===== config.mk =====
export PLATFORM = sky130hd
export DESIGN_NAME = ifu_fetch
export DESIGN_NICKNAME = d
export VERILOG_FILES = /design/src/rtl/ifu_fetch.sv
export SDC_FILE = /design/constraint.sdc
export NUM_CORES = 1
export LEC_CHECK = 0
export ABC_AREA = 1
export BUFFER_PORTS_ARGS = -buffer_cell sky130_fd_sc_hd__buf_4
export CELL_PAD_IN_SITES_DETAIL_PLACEMENT = 1
export CELL_PAD_IN_SITES_GLOBAL_PLACEMENT = 1
export CORE_ASPECT_RATIO = 0.5
export CORE_MARGIN = 2
export CORE_UTILIZATION = 43
export CTS_CLUSTER_SIZE = 25
export DETAILED_ROUTE_END_ITERATION = 6
export PLACE_DENSITY_LB_ADDON = 0.1
export SLEW_MARGIN = 15
export SYNTH_ARGS = -nofsm -noshare
export SYNTH_HDL_FRONTEND = slang
export SYNTH_SLANG_ARGS = --single-unit
export TNS_END_PERCENT = 100

===== constraint.sdc =====
create_clock -name clk -period 5.5 [get_ports clk]
set_input_delay 0.275 -clock clk [delete_from_list [all_inputs] [get_ports clk]]
set_output_delay 0.275 -clock clk [all_outputs]
set_load 0.05 [all_outputs]

===== src/rtl/ifu_fetch.sv =====
//-----------------------------------------------------------------------------
// ifu_fetch -- instruction fetch unit
//
// Owns the architectural fetch PC. Issues word-aligned requests to
// instruction memory over a valid/ready channel. Returned words are buffered
// and handed to decode tagged with the PC they were fetched from. An EXU
// redirect (pc_load/pc_out) flushes buffered and in-flight fetches and
// restarts fetching at the target.
//
// Parameters
//   XLEN          address width
//   RESET_VECTOR  first fetch address after reset (bits [1:0] ignored)
//   DEPTH         instruction buffer entries and maximum outstanding
//                 requests; power of two, at least 2
//
// Ports
//   clk, rst                  core clock; asynchronous active-high reset
//   pc_load, pc_out           redirect strobe and target (bits [1:0] ignored)
//   imem_req_valid/ready/addr fetch request channel
//   imem_rsp_valid/data       in-order fetch responses, latency >= 1
//   instr_valid/ready         instruction handshake towards decode
//   instr, instr_tag          instruction word and its PC
//
// Build option
//   IFU_BYPASS_EN  when defined, a kept response arriving while the buffer is
//                  empty is presented to decode in the same cycle. When
//                  undefined, every kept response goes through the buffer,
//                  adding one cycle of latency.
//-----------------------------------------------------------------------------
`default_nettype none

module ifu_fetch #(
    parameter int unsigned     XLEN         = 32,
    parameter logic [XLEN-1:0] RESET_VECTOR = '0,
    parameter int unsigned     DEPTH        = 2
) (
    input  logic            clk,
    input  logic            rst,
    input  logic            pc_load,
    input  logic [XLEN-1:0] pc_out,
    output logic            imem_req_valid,
    input  logic            imem_req_ready,
    output logic [XLEN-1:0] imem_req_addr,
    input  logic            imem_rsp_valid,
    input  logic [31:0]     imem_rsp_data,
    output logic            instr_valid,
    input  logic            instr_ready,
    output logic [31:0]     instr,
    output logic [XLEN-1:0] instr_tag
);

    // Pointer width for DEPTH-entry FIFOs and counter width for 0..DEPTH.
    localparam int unsigned PW = (DEPTH > 1) ? $clog2(DEPTH) : 1;
    localparam int unsigned CW = $clog2(DEPTH + 1);

    localparam logic [PW-1:0]   PTR_ONE   = PW'(1);
    localparam logic [CW-1:0]   CNT_ZERO  = '0;
    localparam logic [CW-1:0]   CNT_ONE   = CW'(1);
    localparam logic [CW:0]     OCC_LIMIT = (CW + 1)'(DEPTH);
    localparam logic [XLEN-1:0] FPC_STEP  = XLEN'(4);
    localparam logic [XLEN-1:0] FPC_RESET = RESET_VECTOR & ~XLEN'(3);

    //-------------------------------------------------------------------------
    // State
    //-------------------------------------------------------------------------
    logic            r_rst_q;     // holds fetch off for one cycle after reset
    logic [XLEN-1:0] r_fpc;       // fetch PC
    logic [CW-1:0]   r_osd;       // requests accepted but not yet answered
    logic [CW-1:0]   r_drop;      // responses still to be discarded

    // Tag queue: address of every accepted request, in request order.
    logic [XLEN-1:0] r_tq_mem [DEPTH];
    logic [PW-1:0]   r_tq_wp;
    logic [PW-1:0]   r_tq_rp;

    // Instruction buffer: {word, tag} entries waiting for decode.
    logic [31:0]     r_bd_mem [DEPTH];
    logic [XLEN-1:0] r_bt_mem [DEPTH];
    logic [PW-1:0]   r_b_wp;
    logic [PW-1:0]   r_b_rp;
    logic [CW-1:0]   r_b_cnt;

    //-------------------------------------------------------------------------
    // Combinational control
    //-------------------------------------------------------------------------
    logic [CW:0]     w_occ;
    logic            w_req_valid;
    logic            w_req_fire;
    logic            w_rsp_in;
    logic            w_rsp_keep;
    logic [XLEN-1:0] w_rsp_tag;
    logic            w_buf_empty;
    logic            w_byp;
    logic            w_out_valid;
    logic            w_push;
    logic            w_pop;
    logic [CW-1:0]   w_osd_next;
    logic [CW-1:0]   w_drop_next;
    logic [CW-1:0]   w_b_cnt_next;
    logic [XLEN-1:0] w_fpc_next;
    logic [31:0]     w_head_data;
    logic [XLEN-1:0] w_head_tag;

    // The low target bits are architecturally ignored.
    logic w_unused_pc_bits;
    assign w_unused_pc_bits = &{1'b0, pc_out[1:0]};

    // Buffered words plus in-flight requests never exceed DEPTH, so every
    // response is guaranteed a buffer slot (or is consumed / discarded).
    assign w_occ       = {1'b0, r_b_cnt} + {1'b0, r_osd};
    assign w_req_valid = ~r_rst_q & ~pc_load & (w_occ < OCC_LIMIT);
    assign w_req_fire  = w_req_valid & imem_req_ready;

    // No response can exist before the first request after reset.
    assign w_rsp_in   = imem_rsp_valid & ~r_rst_q;
    // A response in a redirect cycle belongs to the old stream.
    assign w_rsp_keep = w_rsp_in & (r_drop == CNT_ZERO) & ~pc_load;
    assign w_rsp_tag  = r_tq_mem[r_tq_rp];

    assign w_buf_empty = (r_b_cnt == CNT_ZERO);
    assign w_head_data = r_bd_mem[r_b_rp];
    assign w_head_tag  = r_bt_mem[r_b_rp];

`ifdef IFU_BYPASS_EN
    assign w_byp = w_rsp_keep & w_buf_empty;
`else
    assign w_byp = 1'b0;
`endif

    assign w_out_valid = ~r_rst_q & ~pc_load & (~w_buf_empty | w_byp);

    // Only the buffer head can be popped; a bypassed word consumed directly
    // is simply never written.
    assign w_pop  = w_out_valid & instr_ready & ~w_buf_empty;
    assign w_push = w_rsp_keep & ~(w_byp & instr_ready);

    always_comb begin
        w_osd_next = r_osd;
        case ({w_req_fire, w_rsp_in})
            2'b10:   w_osd_next = r_osd + CNT_ONE;
            2'b01:   w_osd_next = r_osd - CNT_ONE;
            default: w_osd_next = r_osd;
        endcase
    end

    // On a redirect, everything still in flight at the end of the cycle is
    // stale. Nothing is kept in a redirect cycle, so that is simply the next
    // outstanding count; consecutive redirects therefore recount from scratch
    // and never double-count.
    always_comb begin
        w_drop_next = r_drop;
        if (pc_load) begin
            w_drop_next = w_osd_next;
        end else if (w_rsp_in && (r_drop != CNT_ZERO)) begin
            w_drop_next = r_drop - CNT_ONE;
        end
    end

    always_comb begin
        w_b_cnt_next = r_b_cnt;
        case ({w_push, w_pop})
            2'b10:   w_b_cnt_next = r_b_cnt + CNT_ONE;
            2'b01:   w_b_cnt_next = r_b_cnt - CNT_ONE;
            default: w_b_cnt_next = r_b_cnt;
        endcase
    end

    always_comb begin
        w_fpc_next = r_fpc;
        if (pc_load) begin
            w_fpc_next = {pc_out[XLEN-1:2], 2'b00};
        end else if (w_req_fire) begin
            w_fpc_next = r_fpc + FPC_STEP;
        end
    end

    //-------------------------------------------------------------------------
    // Registers with reset
    //-------------------------------------------------------------------------
    always_ff @(posedge clk or posedge rst) begin
        if (rst) begin
            r_rst_q <= 1'b1;
            r_fpc   <= FPC_RESET;
            r_osd   <= CNT_ZERO;
            r_drop  <= CNT_ZERO;
            r_tq_wp <= '0;
            r_tq_rp <= '0;
            r_b_wp  <= '0;
            r_b_rp  <= '0;
            r_b_cnt <= CNT_ZERO;
        end else begin
            r_rst_q <= 1'b0;
            r_fpc   <= w_fpc_next;
            r_osd   <= w_osd_next;
            r_drop  <= w_drop_next;

            // The tag queue is not flushed on redirect: stale entries are
            // retired one per response as the dropped responses drain.
            if (w_req_fire) begin
                r_tq_wp <= r_tq_wp + PTR_ONE;
            end
            if (w_rsp_in) begin
                r_tq_rp <= r_tq_rp + PTR_ONE;
            end

            if (pc_load) begin
                r_b_wp  <= '0;
                r_b_rp  <= '0;
                r_b_cnt <= CNT_ZERO;
            end else begin
                if (w_push) begin
                    r_b_wp <= r_b_wp + PTR_ONE;
                end
                if (w_pop) begin
                    r_b_rp <= r_b_rp + PTR_ONE;
                end
                r_b_cnt <= w_b_cnt_next;
            end
        end
    end

    //-------------------------------------------------------------------------
    // Storage arrays (no reset; validity is tracked by the pointers)
    //-------------------------------------------------------------------------
    always_ff @(posedge clk) begin
        if (w_req_fire) begin
            r_tq_mem[r_tq_wp] <= r_fpc;
        end
        if (w_push) begin
            r_bd_mem[r_b_wp] <= imem_rsp_data;
            r_bt_mem[r_b_wp] <= w_rsp_tag;
        end
    end

    //-------------------------------------------------------------------------
    // Outputs
    //-------------------------------------------------------------------------
    assign imem_req_valid = w_req_valid;
    assign imem_req_addr  = r_fpc;
    assign instr_valid    = w_out_valid;

    // Word and tag read as zero whenever nothing is offered to decode, so the
    // outputs are defined from reset even though the arrays are not.
    always_comb begin
        instr     = '0;
        instr_tag = '0;
        if (w_out_valid) begin
            if (!w_buf_empty) begin
                instr     = w_head_data;
                instr_tag = w_head_tag;
            end else begin
                instr     = imem_rsp_data;
                instr_tag = w_rsp_tag;
            end
        end
    end

endmodule

`default_nettype wire


**Word level (Yosys, flattened, before mapping)**

Memories as Yosys holds them, arrays and structs flattened.
Cells that the tools add are included.
Widths: inputs -> output; s select.

- Bits in read-only memories: 0
- Input port bits: 70
- RAM bits: 192
- Memories kept: 3
- Register bits after elaboration: 43
- Output and inout port bits: 98
- Word-level logic and storage cells: 68
- Bits in latches: 0

- Eq/ne operators: 4
- Multipliers: 0
- Muxes and demuxes: 19
- Shift operators: 0
- Reductions and logical operators: 9
- Bitwise operators: 12
- Order comparisons: 1
- Divide/modulo/power cells: 0
- $add $sub $neg: 11

Memory list:

| name | words | width | rd ports | clocked after memory_dff | wr ports | line | source |
|---|---|---|---|---|---|---|---|
| r_bd_mem | 2 | 32 | 1 | 0 | 1 | 77 | `logic [31:0] r_bd_mem [DEPTH];` |
| r_bt_mem | 2 | 32 | 1 | 0 | 1 | 78 | `logic [XLEN-1:0] r_bt_mem [DEPTH];` |
| r_tq_mem | 2 | 32 | 1 | 0 | 1 | 72 | `logic [XLEN-1:0] r_tq_mem [DEPTH];` |

Operators with widths:

| operator | number |
|---|---|
| $mux 32 | 6 |
| $add 32x3->32 const B | 1 |
| $reduce_bool 2->1 | 5 |
| $and 1x1->1 | 9 |
| $mux 1 | 8 |
| $pmux 2 s2 | 2 |
| $mux 2 | 3 |
| $sub 2x1->2 const B | 3 |
| $add 1x1->1 const B | 4 |
| $add 2x1->2 const B | 2 |
| $eq 2x1->1 const B | 2 |
| $eq 2x2->1 const B | 2 |
| $logic_not 2->1 | 2 |
| $add 2x2->3 | 1 |
| $lt 3x2->1 const B | 1 |
| $not 1->1 | 3 |
| $reduce_bool 3->1 | 1 |
| $logic_and 1x1->1 | 1 |

**Depth between registers and ports, before layout**

- Word-level depth: 8
- Depth in mapped cells: 12
- Mapped depth without buffers: 11

**Worst setup path after synthesis**

Ideal clock, no wire load.

- Path type: register to register
- Start: reg r_drop[0]
- End: mem r_bd_mem[0][0], enable pin
- Arrival time: 3368 ps
- Library setup time: 484 ps
- Stages on the path, launching flop included: 5
- Slack: 1648 ps
- Data required time: 5016 ps
- Path through: dfrtp_1 > inv_1 > ha_1 > nand3_1 > nor2_1

- Cells in the longest elaborated chain, start to end: 5

RTL lines:

| element | line | source |
|---|---|---|
| from (decl) | 69 | `logic [CW-1:0] r_drop;` |
| from (signal assigned) | 195 | `r_drop <= w_drop_next;` |
| $logic_not 2->1 | 117 | `assign w_rsp_keep = w_rsp_in & (r_drop == CNT_ZERO) & ~pc_load;` |
| $and 1x1->1 (2 in series) | 117 |  |
| $mux 1 | 229 | `if (w_push) begin` |
| $mux 1 (not written as such) | 230 | `r_bd_mem[r_b_wp] <= imem_rsp_data;` |
| to (decl) | 77 |  |

No other way between the ends.

**Worst setup path after layout**

- Start: reg r_b_rp
- End: out instr_tag[23]

- Cells in the longest elaborated chain, start to end: 3

RTL lines:

| element | line | source |
|---|---|---|
| from (decl) | 80 | `logic [PW-1:0] r_b_rp;` |
| from (signal assigned) | 215 | `r_b_rp <= r_b_rp + PTR_ONE;` |
| $mem_v2 2x32 | - |  |
| $mux 32 | 248 | `if (!w_buf_empty) begin` |
| $mux 32 | 247 | `if (w_out_valid) begin` |
| to (decl) | 49 | `output logic [XLEN-1:0] instr_tag` |

No other way between the ends.

==> results.sh <==
export IMPL_grt_total_usage_pct=23.2
export IMPL_synth_area_leaders="edfxtp_1 (57%), nand2_1 (15%), dfrtp_1 (10%)"
export IMPL_ir_drop_mv=0.217
export IMPL_io_pins=168
export IMPL_p_sw_mw=1.60
export IMPL_num_rows=38
export IMPL_clock_sinks=225
export IMPL_core_um2=21900
export IMPL_critPathMaxFanout=64
export IMPL_synthCells=949
export IMPL_synthTopCellsByCount="nand2_1 (396), edfxtp_1 (184), a21oi_1 (68)"
export IMPL_whs_path_depth=3
export IMPL_first_global_vias=7536
export IMPL_skew_ps=11.7
export IMPL_htree_num_levels=1
export IMPL_yosys_cell_count_top_type="nand2_1"
export IMPL_syn2layout_area_growth_pct=26.0
export IMPL_die_area_um2=23900
export IMPL_port_buffer_count=161
export IMPL_cts_resized=0
export IMPL_drc=0
export IMPL_firstDrtPassIters=5
export IMPL_synth_seq_cells=225
export IMPL_clkPwrFrac_pct=30.6
export IMPL_gp_congestion=0.842
export IMPL_period_minus_slack_ps=2850
export IMPL_pwr_share_seq_pct=46.0
export IMPL_ys_flop_type="edfxtp_1"
export IMPL_relSlewSlack_pct=31.0
export IMPL_fmax_mhz=351
export IMPL_async_reset_ff_share_pct=18.2
export IMPL_slew_viol_final=0
export IMPL_yosys_warnings=0
export IMPL_clk_pin_slew_ps=60
export IMPL_cts_made_buffers=22
export IMPL_overflow=0
export IMPL_routed_via_density=4.99
export IMPL_grt_pass1_wl_um=42200
export IMPL_end_kind="output port"
export IMPL_final_util_pct=55.9
export IMPL_clock_latency_ps=510
export IMPL_path_class="reg -> out"
export IMPL_arrival_ps=2580
export IMPL_period_share_pct=51.8
export IMPL_clk_path_buf_depth=3
export IMPL_yosys_area_top_type_share_pct=56.9
export IMPL_start_kind="register"
export IMPL_rsz0062_at_grt="false"
export IMPL_drive_gt1_share_pct=19.8
export IMPL_worstRegToRegCells=6
export IMPL_synth_area_um2=9720
export IMPL_max_stage_delay_ps=660
export IMPL_drt_wl_total_um=27300
export IMPL_intPower_mw=3.19
export IMPL_cts_tree="built"
export IMPL_cellPowerDensity_nw_per_um2=391
export IMPL_ant_nets=0
export IMPL_required_ps=5220
export IMPL_cp_common_cell="buf_4"
export IMPL_hold_path_class="in -> reg"
export IMPL_dr_total_vias=7262
export IMPL_synth_distinct_cells=31
export IMPL_drt_initial_drc_count=493
export IMPL_initial_utilization_pct=44.3
export IMPL_seq_area_frac_synth_pct=67.4
export IMPL_die_w_um=217
export IMPL_dieHeight_um=110
export IMPL_slowest_stage="inv_4"
export IMPL_hpwl_um=17200
export IMPL_nets=1214
export IMPL_grt_max_degree=65
export IMPL_combPwrFrac_pct=23.4
export IMPL_wl_per_cell_um=18.8
export IMPL_synth_edff_count=184
export IMPL_drv_cap=0
export IMPL_fin_tns_setup_ps=0
export IMPL_setup_violations_final=0
export IMPL_power_leakage_nw=5.12
export IMPL_finalHoldViolations=0
export IMPL_status="complete, no violations"
export IMPL_worst_pin_slew_ps=1030
export IMPL_antenna_found_initial=0
export IMPL_synth_top_area_cell="edfxtp_1"
export IMPL_swShare_pct=33.4
export IMPL_antenna_cells=0
export IMPL_syn_area_per_cell_um2=10.2
export IMPL_clockRootBuffer="clkbuf_16"
export IMPL_crit_chain="buf_4, inv_4, nand2_1, a21oi_1, buf_4"
-- cell families after synthesis --
kind of cell	count (synthesis)	share of synthesized area, %
xor gates and xnor gates	13	1.17
DFF	225	67.4
and+or+nand+nor	502	21.0
adders and majority gates	4	0.592
buffers and inverters	104	4.38
AOI/OAI and AO/OA	100	5.43
other	1	0.0386
-- worst max-delay path: cells and delay by family (launching register included) --
family | cells | cell delay (ps)
buf+inv | 3 | 1250
flops | 1 | 380
simple gates | 1 | 110
compound gates | 1 | 270
-- area by class of cell --
| type | instances | area (um^2) |
|---|---|---|
| flip-flops and latches | 225 | 6550 |
| inverters | 65 | 246 |
| clock buffers | 30 | 612 |
| fillers | 2430 | 9670 |
| repair buffers | 202 | 1600 |
| multi-input cells | 624 | 2790 |
| well taps | 300 | 375 |
| clock inverters | 10 | 68.8 |
-- repair_timing --
item,4_1_cts,5_1_grt
hold buffers,35,0
endpoints found under the hold margin,106,0
buffers inserted,0,0
-- metrics by stage --
step / setup WS (ps) / total power [mW] / hold WS, ps / instance area (um^2) / std cells
6_report: 2650 / 4.79 / 11.8 / 12200 / 1456
5_1_grt: 2480 / 5.01 / 13.7 / 12200 / 1456
3_5_place_dp: 2560 / 3.33 / 464 / 11200 / 1381
3_3_place_gp: 2590 / 3.29 / 461 / 11200 / 1381
2_1_floorplan: 1650 / 2.93 / 374 / 9730 / 953
4_1_cts: 2620 / 4.82 / 3.74 / 12200 / 1456
-- power by group through the flow --
stage | Combinational (mW) | Sequential [mW] | Clock [mW]
after floorplan | 0.617 | 2.31 | 0
after global placement | 1.06 | 2.23 | 0
after detailed placement | 1.10 | 2.24 | 0
after CTS | 1.13 | 2.20 | 1.49
after global routing | 1.23 | 2.22 | 1.56
final | 1.12 | 2.21 | 1.47
-- path summary, 6_finish.rpt --
check / end / slack, ps / from
hold reg to reg: r_bt_mem[0][16]$_DFFE_PP_ / 540 / r_tq_mem[0][16]$_DFFE_PP_
max in group asynchronous: r_b_rp$_DFFE_PP0P_ / 4580 / rst
min in group asynchronous: imem_req_addr[9]$_DFFE_PP0P_ / 480 / rst
setup reg to reg: r_tq_mem[0][24]$_DFFE_PP_ / 2700 / r_b_cnt[0]$_DFFE_PP0P_
setup / recovery: instr_tag[23] / 2650 / r_b_rp$_DFFE_PP0P_
hold / removal: imem_req_addr[8]$_DFFE_PP0P_ / 10 / pc_out[8]
-- flip-flops by register name (all words and copies together) (netlist names) --
register and cells:
imem_req_addr 30, r_b_cnt 2, r_b_rp 1, r_b_wp 1
r_bd_mem 64, r_bt_mem 60, r_drop 2, r_osd 2
r_rst_q 1, r_tq_mem 60, r_tq_rp 1, r_tq_wp 1
-- cell usage in the layout, fill, tap and decap left out --
cell type	instances
clkbuf_16	23
a21oi_1	68
edfxtp_1	184
buf_4	167
nand2_1	396
nand2_2	4
nand3_1	28
clkinv_1	5
inv_1	61
nor3_1	3
dfrtp_2	1
nor2_1	47
ha_1	3
conb_1	5
dfstp_2	1
dfrtp_1	39
clkinv_2	4
nand3b_1	1
o21ai_1	1
bufinv_16	1
xnor2_1	4
nand3_2	2
o211ai_1	4
a31oi_1	2
xor2_1	9
clkbuf_8	1
clkbuf_1	6
inv_4	1
nor2_4	10
nand2_4	3
dlygate4sd3_1	35
fa_1	1
o21ai_0	19
nor2_2	8
o21bai_1	6
inv_2	3
-- per-layer routing --
metal  vias to the layer above  track usage [%]  wire length (um)
met1                      3595             32.1             12700
li1                       3488                -                 -
met2                       150             39.7             13000
met3                        29             3.43              1210
met4                         0             4.06               392
met5                         -                0                 0
Power figures use the tool's default switching activity.
